--- config.mk ---
export PLATFORM = sky130hd
export DESIGN_NAME = lcd_char_engine
export DESIGN_NICKNAME = d
export VERILOG_FILES = /design/src/rtl/lcd_char_engine.sv
export SDC_FILE = /design/constraint.sdc
export NUM_CORES = 1
export LEC_CHECK = 0
export BUFFER_PORTS_ARGS = -buffer_cell sky130_fd_sc_hd__buf_2
export CORE_ASPECT_RATIO = 0.5
export CORE_MARGIN = 4
export CORE_UTILIZATION = 35
export CTS_CLUSTER_DIAMETER = 30
export CTS_CLUSTER_SIZE = 20
export DETAILED_ROUTE_END_ITERATION = 8
export GPL_TIMING_DRIVEN = 0
export HOLD_SLACK_MARGIN = 0.12
export SLEW_MARGIN = 5
export SYNTH_ARGS = -nofsm -noshare
export SYNTH_HDL_FRONTEND = slang
export SYNTH_SLANG_ARGS = --single-unit
--- constraint.sdc ---
create_clock -name clk -period 3.1 [get_ports clk]
set_clock_uncertainty 0.05 [all_clocks]
set_input_delay 0.155 -clock clk [delete_from_list [all_inputs] [get_ports clk]]
set_output_delay 0.155 -clock clk [all_outputs]
set_load 0.03 [all_outputs]
--- src/rtl/lcd_char_engine.sv ---
// HD44780 8-bit write engine: power-on wait, init sequence, random-access character writes and clear.
// Optional shadow-RAM write suppression is enabled by defining LCD_SHADOW_CACHE_EN.
module lcd_char_engine #(
    parameter int unsigned CLK_HZ     = 50_000_000,
    parameter int unsigned ROWS       = 2,
    parameter int unsigned COLS       = 16,
    parameter int unsigned T_POWER_US = 20000,
    parameter int unsigned T_SETUP_US = 1,
    parameter int unsigned T_EN_US    = 1,
    parameter int unsigned T_EXEC_US  = 50,
    parameter int unsigned T_CLEAR_US = 2000
) (
    input  logic       clk,
    input  logic       reset_n,
    input  logic       req_valid,
    output logic       req_ready,
    input  logic       req_clr,
    input  logic [1:0] req_row,
    input  logic [5:0] req_col,
    input  logic [7:0] req_char,
    output logic       init_done,
    output logic       err_range,
    output logic [7:0] lcd_data,
    output logic       lcd_rs,
    output logic       lcd_en,
    output logic       lcd_rw,
    output logic       lcd_on,
    output logic       lcd_blon
);

    localparam int unsigned CYC_PER_US = CLK_HZ / 1_000_000;

    // Counter load value for an N-cycle state: floor(cycles), at least one cycle.
    function automatic logic [31:0] load_val(input int unsigned raw);
        return (raw == 0) ? 32'd0 : 32'(raw - 1);
    endfunction

    localparam logic [31:0] LD_POWER = load_val(CYC_PER_US * T_POWER_US);
    localparam logic [31:0] LD_SETUP = load_val(CYC_PER_US * T_SETUP_US);
    localparam logic [31:0] LD_EN    = load_val(CYC_PER_US * T_EN_US);
    localparam logic [31:0] LD_EXEC  = load_val(CYC_PER_US * T_EXEC_US);
    localparam logic [31:0] LD_CLEAR = load_val(CYC_PER_US * T_CLEAR_US);

    typedef enum logic [2:0] {
        PWR_WAIT, INIT_LOAD, IDLE, ADDR, SETUP, EN_HI, EXEC, DONE_OP
    } state_t;

    state_t      state_q, state_d;
    logic [31:0] cnt_q, cnt_d;
    logic [1:0]  init_idx_q, init_idx_d;
    logic        pend_q, pend_d;
    logic [7:0]  pend_data_q, pend_data_d;
    logic [7:0]  addr_cmd_q, addr_cmd_d;
    logic [1:0]  trk_row_q, trk_row_d;
    logic [5:0]  trk_col_q, trk_col_d;
    logic        trk_valid_q, trk_valid_d;
    logic [7:0]  lcd_data_d;
    logic        lcd_rs_d, lcd_en_d, req_ready_d, init_done_d, err_range_d;

    logic        accept;
    logic        in_range;
    logic        trk_hit;
    logic        shadow_hit;
    logic        col_last;
    logic [7:0]  ddram_addr;
    logic [7:0]  init_byte;

    assign lcd_rw   = 1'b0;
    assign lcd_on   = 1'b1;
    assign lcd_blon = 1'b1;

    // Request decode: range check, cursor-tracker hit and DDRAM address.
    always_comb begin
        accept   = req_valid && req_ready;
        in_range = (32'(req_row) < ROWS) && (32'(req_col) < COLS);
        trk_hit  = trk_valid_q && (trk_row_q == req_row) && (trk_col_q == req_col);
        col_last = (32'(req_col) + 32'd1) >= COLS;
        ddram_addr = 8'(req_col);
        if (req_row[0]) ddram_addr = ddram_addr + 8'h40;
        if (req_row[1]) ddram_addr = ddram_addr + 8'(COLS);
    end

    always_comb begin
        case (init_idx_q)
            2'd0:    init_byte = 8'h38;
            2'd1:    init_byte = 8'h0C;
            2'd2:    init_byte = 8'h01;
            default: init_byte = 8'h06;
        endcase
    end

`ifdef LCD_SHADOW_CACHE_EN
    localparam int unsigned CELLS = ROWS * COLS;
    localparam int unsigned IDX_W = (CELLS > 1) ? $clog2(CELLS) : 1;

    logic [7:0]       shadow_q [CELLS];
    logic [IDX_W-1:0] shadow_idx;

    assign shadow_idx = IDX_W'(32'(req_row) * COLS + 32'(req_col));
    assign shadow_hit = in_range && (shadow_q[shadow_idx] == req_char);

    // Mirror of displayed characters; blank is 0x20 after reset and clear.
    always_ff @(posedge clk or negedge reset_n) begin
        if (!reset_n) begin
            for (int unsigned i = 0; i < CELLS; i++) shadow_q[i] <= 8'h20;
        end else if (accept && req_clr) begin
            for (int unsigned i = 0; i < CELLS; i++) shadow_q[i] <= 8'h20;
        end else if (accept && in_range && !shadow_hit) begin
            shadow_q[shadow_idx] <= req_char;
        end
    end
`else
    assign shadow_hit = 1'b0;
`endif

    always_ff @(posedge clk or negedge reset_n) begin
        if (!reset_n) begin
            state_q     <= PWR_WAIT;
            cnt_q       <= LD_POWER;
            init_idx_q  <= 2'd0;
            pend_q      <= 1'b0;
            pend_data_q <= 8'h00;
            addr_cmd_q  <= 8'h00;
            trk_row_q   <= 2'd0;
            trk_col_q   <= 6'd0;
            trk_valid_q <= 1'b0;
            lcd_data    <= 8'h00;
            lcd_rs      <= 1'b0;
            lcd_en      <= 1'b0;
            req_ready   <= 1'b0;
            init_done   <= 1'b0;
            err_range   <= 1'b0;
        end else begin
            state_q     <= state_d;
            cnt_q       <= cnt_d;
            init_idx_q  <= init_idx_d;
            pend_q      <= pend_d;
            pend_data_q <= pend_data_d;
            addr_cmd_q  <= addr_cmd_d;
            trk_row_q   <= trk_row_d;
            trk_col_q   <= trk_col_d;
            trk_valid_q <= trk_valid_d;
            lcd_data    <= lcd_data_d;
            lcd_rs      <= lcd_rs_d;
            lcd_en      <= lcd_en_d;
            req_ready   <= req_ready_d;
            init_done   <= init_done_d;
            err_range   <= err_range_d;
        end
    end

    // Next-state and registered-output logic; bus bytes only change while EN is low.
    always_comb begin
        state_d     = state_q;
        cnt_d       = cnt_q;
        init_idx_d  = init_idx_q;
        pend_d      = pend_q;
        pend_data_d = pend_data_q;
        addr_cmd_d  = addr_cmd_q;
        trk_row_d   = trk_row_q;
        trk_col_d   = trk_col_q;
        trk_valid_d = trk_valid_q;
        lcd_data_d  = lcd_data;
        lcd_rs_d    = lcd_rs;
        lcd_en_d    = 1'b0;
        req_ready_d = 1'b0;
        init_done_d = init_done;
        err_range_d = 1'b0;

        case (state_q)
            PWR_WAIT: begin
                if (cnt_q == 32'd0) state_d = INIT_LOAD;
                else                cnt_d   = cnt_q - 32'd1;
            end
            INIT_LOAD: begin
                lcd_data_d = init_byte;
                lcd_rs_d   = 1'b0;
                cnt_d      = LD_SETUP;
                state_d    = SETUP;
            end
            IDLE: begin
                req_ready_d = init_done;
                if (accept) begin
                    req_ready_d = 1'b0;
                    if (req_clr) begin
                        lcd_data_d  = 8'h01;
                        lcd_rs_d    = 1'b0;
                        pend_d      = 1'b0;
                        cnt_d       = LD_SETUP;
                        state_d     = SETUP;
                        trk_row_d   = 2'd0;
                        trk_col_d   = 6'd0;
                        trk_valid_d = 1'b1;
                    end else if (!in_range) begin
                        err_range_d = 1'b1;
                    end else if (!shadow_hit) begin
                        // Auto-increment does not follow the row map past the last column.
                        pend_data_d = req_char;
                        trk_row_d   = req_row;
                        trk_col_d   = req_col + 6'd1;
                        trk_valid_d = !col_last;
                        if (trk_hit) begin
                            lcd_data_d = req_char;
                            lcd_rs_d   = 1'b1;
                            pend_d     = 1'b0;
                            cnt_d      = LD_SETUP;
                            state_d    = SETUP;
                        end else begin
                            addr_cmd_d = 8'h80 | ddram_addr;
                            pend_d     = 1'b1;
                            state_d    = ADDR;
                        end
                    end
                end
            end
            ADDR: begin
                lcd_data_d = addr_cmd_q;
                lcd_rs_d   = 1'b0;
                cnt_d      = LD_SETUP;
                state_d    = SETUP;
            end
            SETUP: begin
                if (cnt_q == 32'd0) begin
                    lcd_en_d = 1'b1;
                    cnt_d    = LD_EN;
                    state_d  = EN_HI;
                end else begin
                    cnt_d = cnt_q - 32'd1;
                end
            end
            EN_HI: begin
                if (cnt_q == 32'd0) begin
                    cnt_d   = (!lcd_rs && (lcd_data == 8'h01 || lcd_data == 8'h02)) ? LD_CLEAR : LD_EXEC;
                    state_d = EXEC;
                end else begin
                    lcd_en_d = 1'b1;
                    cnt_d    = cnt_q - 32'd1;
                end
            end
            EXEC: begin
                if (cnt_q == 32'd0) state_d = DONE_OP;
                else                cnt_d   = cnt_q - 32'd1;
            end
            DONE_OP: begin
                if (pend_q) begin
                    lcd_data_d = pend_data_q;
                    lcd_rs_d   = 1'b1;
                    pend_d     = 1'b0;
                    cnt_d      = LD_SETUP;
                    state_d    = SETUP;
                end else if (!init_done) begin
                    if (init_idx_q == 2'd3) begin
                        init_done_d = 1'b1;
                        req_ready_d = 1'b1;
                        trk_row_d   = 2'd0;
                        trk_col_d   = 6'd0;
                        trk_valid_d = 1'b1;
                        state_d     = IDLE;
                    end else begin
                        init_idx_d = init_idx_q + 2'd1;
                        state_d    = INIT_LOAD;
                    end
                end else begin
                    req_ready_d = 1'b1;
                    state_d     = IDLE;
                end
            end
            default: state_d = PWR_WAIT;
        endcase
    end

endmodule

==> impl_summary.md <==
Yosys
The most used flip-flop cell after synthesis is dfrtp_1. In the synthesized netlist the async set-or-reset flop fraction comes to between 90% and 100%. Counting instances in the post-synthesis netlist gives the leading cell types as nand2_1 (79), dfrtp_1 (64), o21ai_0 (33). The flip-flop and latch count after synthesis is 76.

Yosys attributes the largest share of cell area to dfrtp_1 (36%), dfstp_2 (7.0%), nand2_1 (6.6%). The average footprint of a synthesized cell is 8.86 µm². After synthesis, the netlist uses 63 different library cells. For this run, the number of Yosys warnings is 0.

The top cell type by area accounts for 35.6% of the synthesized area. The number of instances in the synthesized netlist is between 500 and 600. The most common cell in the synthesized netlist is nand2_1.

Summed over all instances, the cell type with the most area after synthesis is dfrtp_1. After synthesis, flip-flops and latches occupy roughly 43% of the total area. The synthesized area is roughly 4500 µm².

The synthesized design contains 0 enable-type register cells.

Placement
The minimum setup slack after placement is -0.362 ns. Routability-driven placement finished with a final weighted congestion of approximately 0.83. The post-detailed-placement half-perimeter wirelength is 8.90 mm. The count of buffers from port buffering is 32.

Route
The first routing iteration left 349 violations. The post-detailed-route count of antenna-violating nets is 0. After detailed routing, the average wire length per cell comes to approximately 17 µm.

The routed design has roughly 13 mm of wire. The via count normalized by instance count is approximately 5.5. The number of vias in the routed layout is 4086. The DRC violation count after routing is 0. The number of iterations in the first detailed-routing pass is 5.

Timing
After layout, the worst path uses around 95% of the clock period. For this run, the top clock speed supported by timing is between 0.3 and 0.4 GHz. The final hold violation count is 0. Once routing completed, OpenROAD measured the worst setup slack at 0.158 ns.

The number of pins exceeding their max-slew limit in the final report is 0. For the final routed database, the setup TNS stands at 0 ns. The transition time at the pin with the least slew margin is about 0.67 ns. Measured against its own limit, the worst slew margin works out to between 50% and 60%. The count of endpoints failing setup in the final report is 0. Setup repair after global routing left no endpoint under its margin. The shortest period the worst path allows is between 2 and 3 ns. Hold timing on the final database bottoms out at a slack of approximately 0.15 ns.

GRT
The initial antenna violation count is 0. The via count of the first global-routing pass came to slightly above 4000. The total global routing overflow is 0.

Entering global routing, the biggest net connects 47 pins. The total routing resource utilization after global routing is ~18%. The first global-routing pass estimated 21.4 mm of wire.

Clock tree
The number of buffers created by CTS is 9. For this design, the sink count on the clock tree is 76. The clock tree synthesis step divided the H-tree into 3 levels. The maximum root-to-sink buffer count is 2. The clock input transition at the sequential cells of the worst setup and hold paths is 0.06 ns. The clock insertion delay at the later pin of the skew report is 0.35 ns. The tree is rooted in a clkbuf_16. TritonCTS built the clock tree.

Critical path
The worst setup path is of the reg2reg kind. At the worst endpoint, the required time is 3.26 ns. The critical path startpoint category is a register. The worst endpoint data arrival time is 3.11 ns. Along the worst path, the maximum fanout reaches 10. STA classifies the critical path endpoint as a register.

Pwr
Summed over all cells, the static leakage comes to ~2.3 nW. The power density normalized to cell area is 397 nW/µm². The peak supply drop is roughly 240 µV.

Die
The floorplan step set the die height to 88.2 µm. The I/O pin total is 36. The initial core utilization is between 30% and 40%. The overall die width is roughly 170 µm.

The area of the placeable core is ~12000 µm². The area enclosed by the die boundary is about 15000 µm². The number of rows in the core area is 28.

Layout
The filler cell count is 1210. The net count of the finished layout is 600. The layout cell share with drive strength beyond 1 is a little under a fifth.

The repair_antennas step left the layout with diodes totalling 0. The area growth from synthesis to layout is 21.0%. The final cell utilization of the core is between 40% and 50%.

Status
The flow ran to the end, and the final reports show no timing, DRC or antenna violations.

Min path
In this run the worst hold path is classified as in2reg.

Flow run
Max-cap violations in this run came to 0.
cells by family after synthesis:
group / count (synthesis) / synth area share (%)
buf+inv: 43 / 4.17
fa+ha+maj: 10 / 2.78
mux: 18 / 4.36
simple gates: 212 / 23.7
flops: 76 / 42.6
compound gates: 130 / 19.0
xor+xnor: 17 / 3.31
other cells: 2 / 0.167
repair_timing:
item / CTS / global route
setup endpoints to repair: 25 / 31
buffers inserted: 2 / 0
pin swaps: 1 / 2
resized for setup: 5 / 8
hold buffers: 15 / 0
hold endpoints to repair: 80 / 0
registers in the layout, summed over array words and instances (netlist names), 2 cells and up:
signal	count
lcd_data	8
state_q	3
trk_row_q	2
addr_cmd_q	8
pend_data_q	8
cnt_q	32
trk_col_q	6
init_idx_q	2
layout make-up:
cell class / instances / area [µm²] / area share (%)
Sequential cell: 76 / 1920 / 35.2
Clock inverter: 5 / 60.1 / 1.10
Tap cell: 165 / 206 / 3.79
Timing Repair Buffer: 50 / 355 / 6.52
Clock buffer: 11 / 243 / 4.46
Buffer: 26 / 126 / 2.32
Inverter: 17 / 63.8 / 1.17
Multi-Input combinational cell: 390 / 2470 / 45.4
critical path, cell delays in order, from the launching register on:
cell and delay (ns):
dfstp_2 0.39, inv_1 0.06, ha_1 0.21, or3b_4 0.43, nor4b_4 0.30, or3b_1 0.38
buf_2 0.19, o211ai_4 0.23, or2_1 0.13, buf_4 0.18, buf_6 0.17, o22ai_1 0.10
metrics by stage:
step           instances  power, mW  cell area (µm²)
5_1_grt              740       2.25             5450
2_1_floorplan        509       1.04             4510
3_3_place_gp         706       1.08             4870
6_report             740       2.16             5450
4_1_cts              740       2.18             5400
3_5_place_dp         707       1.09             4900
where the power goes:
part	total, mW	leakage (nW)	internal [mW]	switching [mW]
combinational	0.0912	1.27	0.0383	0.0529
sequential	0.993	0.931	0.993	0
clock	1.08	0.146	0.648	0.430
path summary, 6_finish.rpt:
kind | start | end | slack (ns) | cells after the start
min reg2reg | addr_cmd_q[7]$_DFFE_PN0P_ | addr_cmd_q[7]$_DFFE_PN0P_ | 0.42 | 1
min in group asynchronous | reset_n | trk_col_q[5]$_DFFE_PN0P_ | 0.24 | 2
max reg2reg | cnt_q[0]$_DFFE_PN1P_ | cnt_q[8]$_DFFE_PN0P_ | 0.16 | 11
max | cnt_q[0]$_DFFE_PN1P_ | cnt_q[8]$_DFFE_PN0P_ | 0.16 | 11
min | req_row[1] | err_range$_DFF_PN0_ | 0.15 | 3
max in group asynchronous | reset_n | cnt_q[17]$_DFFE_PN1P_ | 2.12 | 3
cells in the final DEF, fill, tap and decap left out, types with 7 or more instances in the layout:
cell           netlist  final
a211oi_1             7      7
a21oi_1             27     27
a31oi_1             14     14
buf_2                3     34
buf_4                4      7
clkbuf_1            18     17
clkbuf_16            0      9
dfrtp_1             64     64
dfstp_2             12     12
dlygate4sd3_1        0     15
ha_1                10     10
inv_1               17     17
mux2_2              13     13
nand2_1             79     79
nand3_1             12     12
nor2_1              31     30
nor3_1              18     18
nor4_1              16     13
o21ai_0             33     33
o31ai_1              9      9
xnor2_1             11     11
metal layers:
metal / up-vias / part of all wire (%) / track usage (%)
met3: 17 / 4.5 / 3.70
met4: 0 / 1.7 / 5.82
met1: 1990 / 48 / 24.0
li1: 1975 / - / -
met5: - / 0 / 0
met2: 104 / 46 / 29.9
No activity file was read; power rests on OpenSTA's default activity.
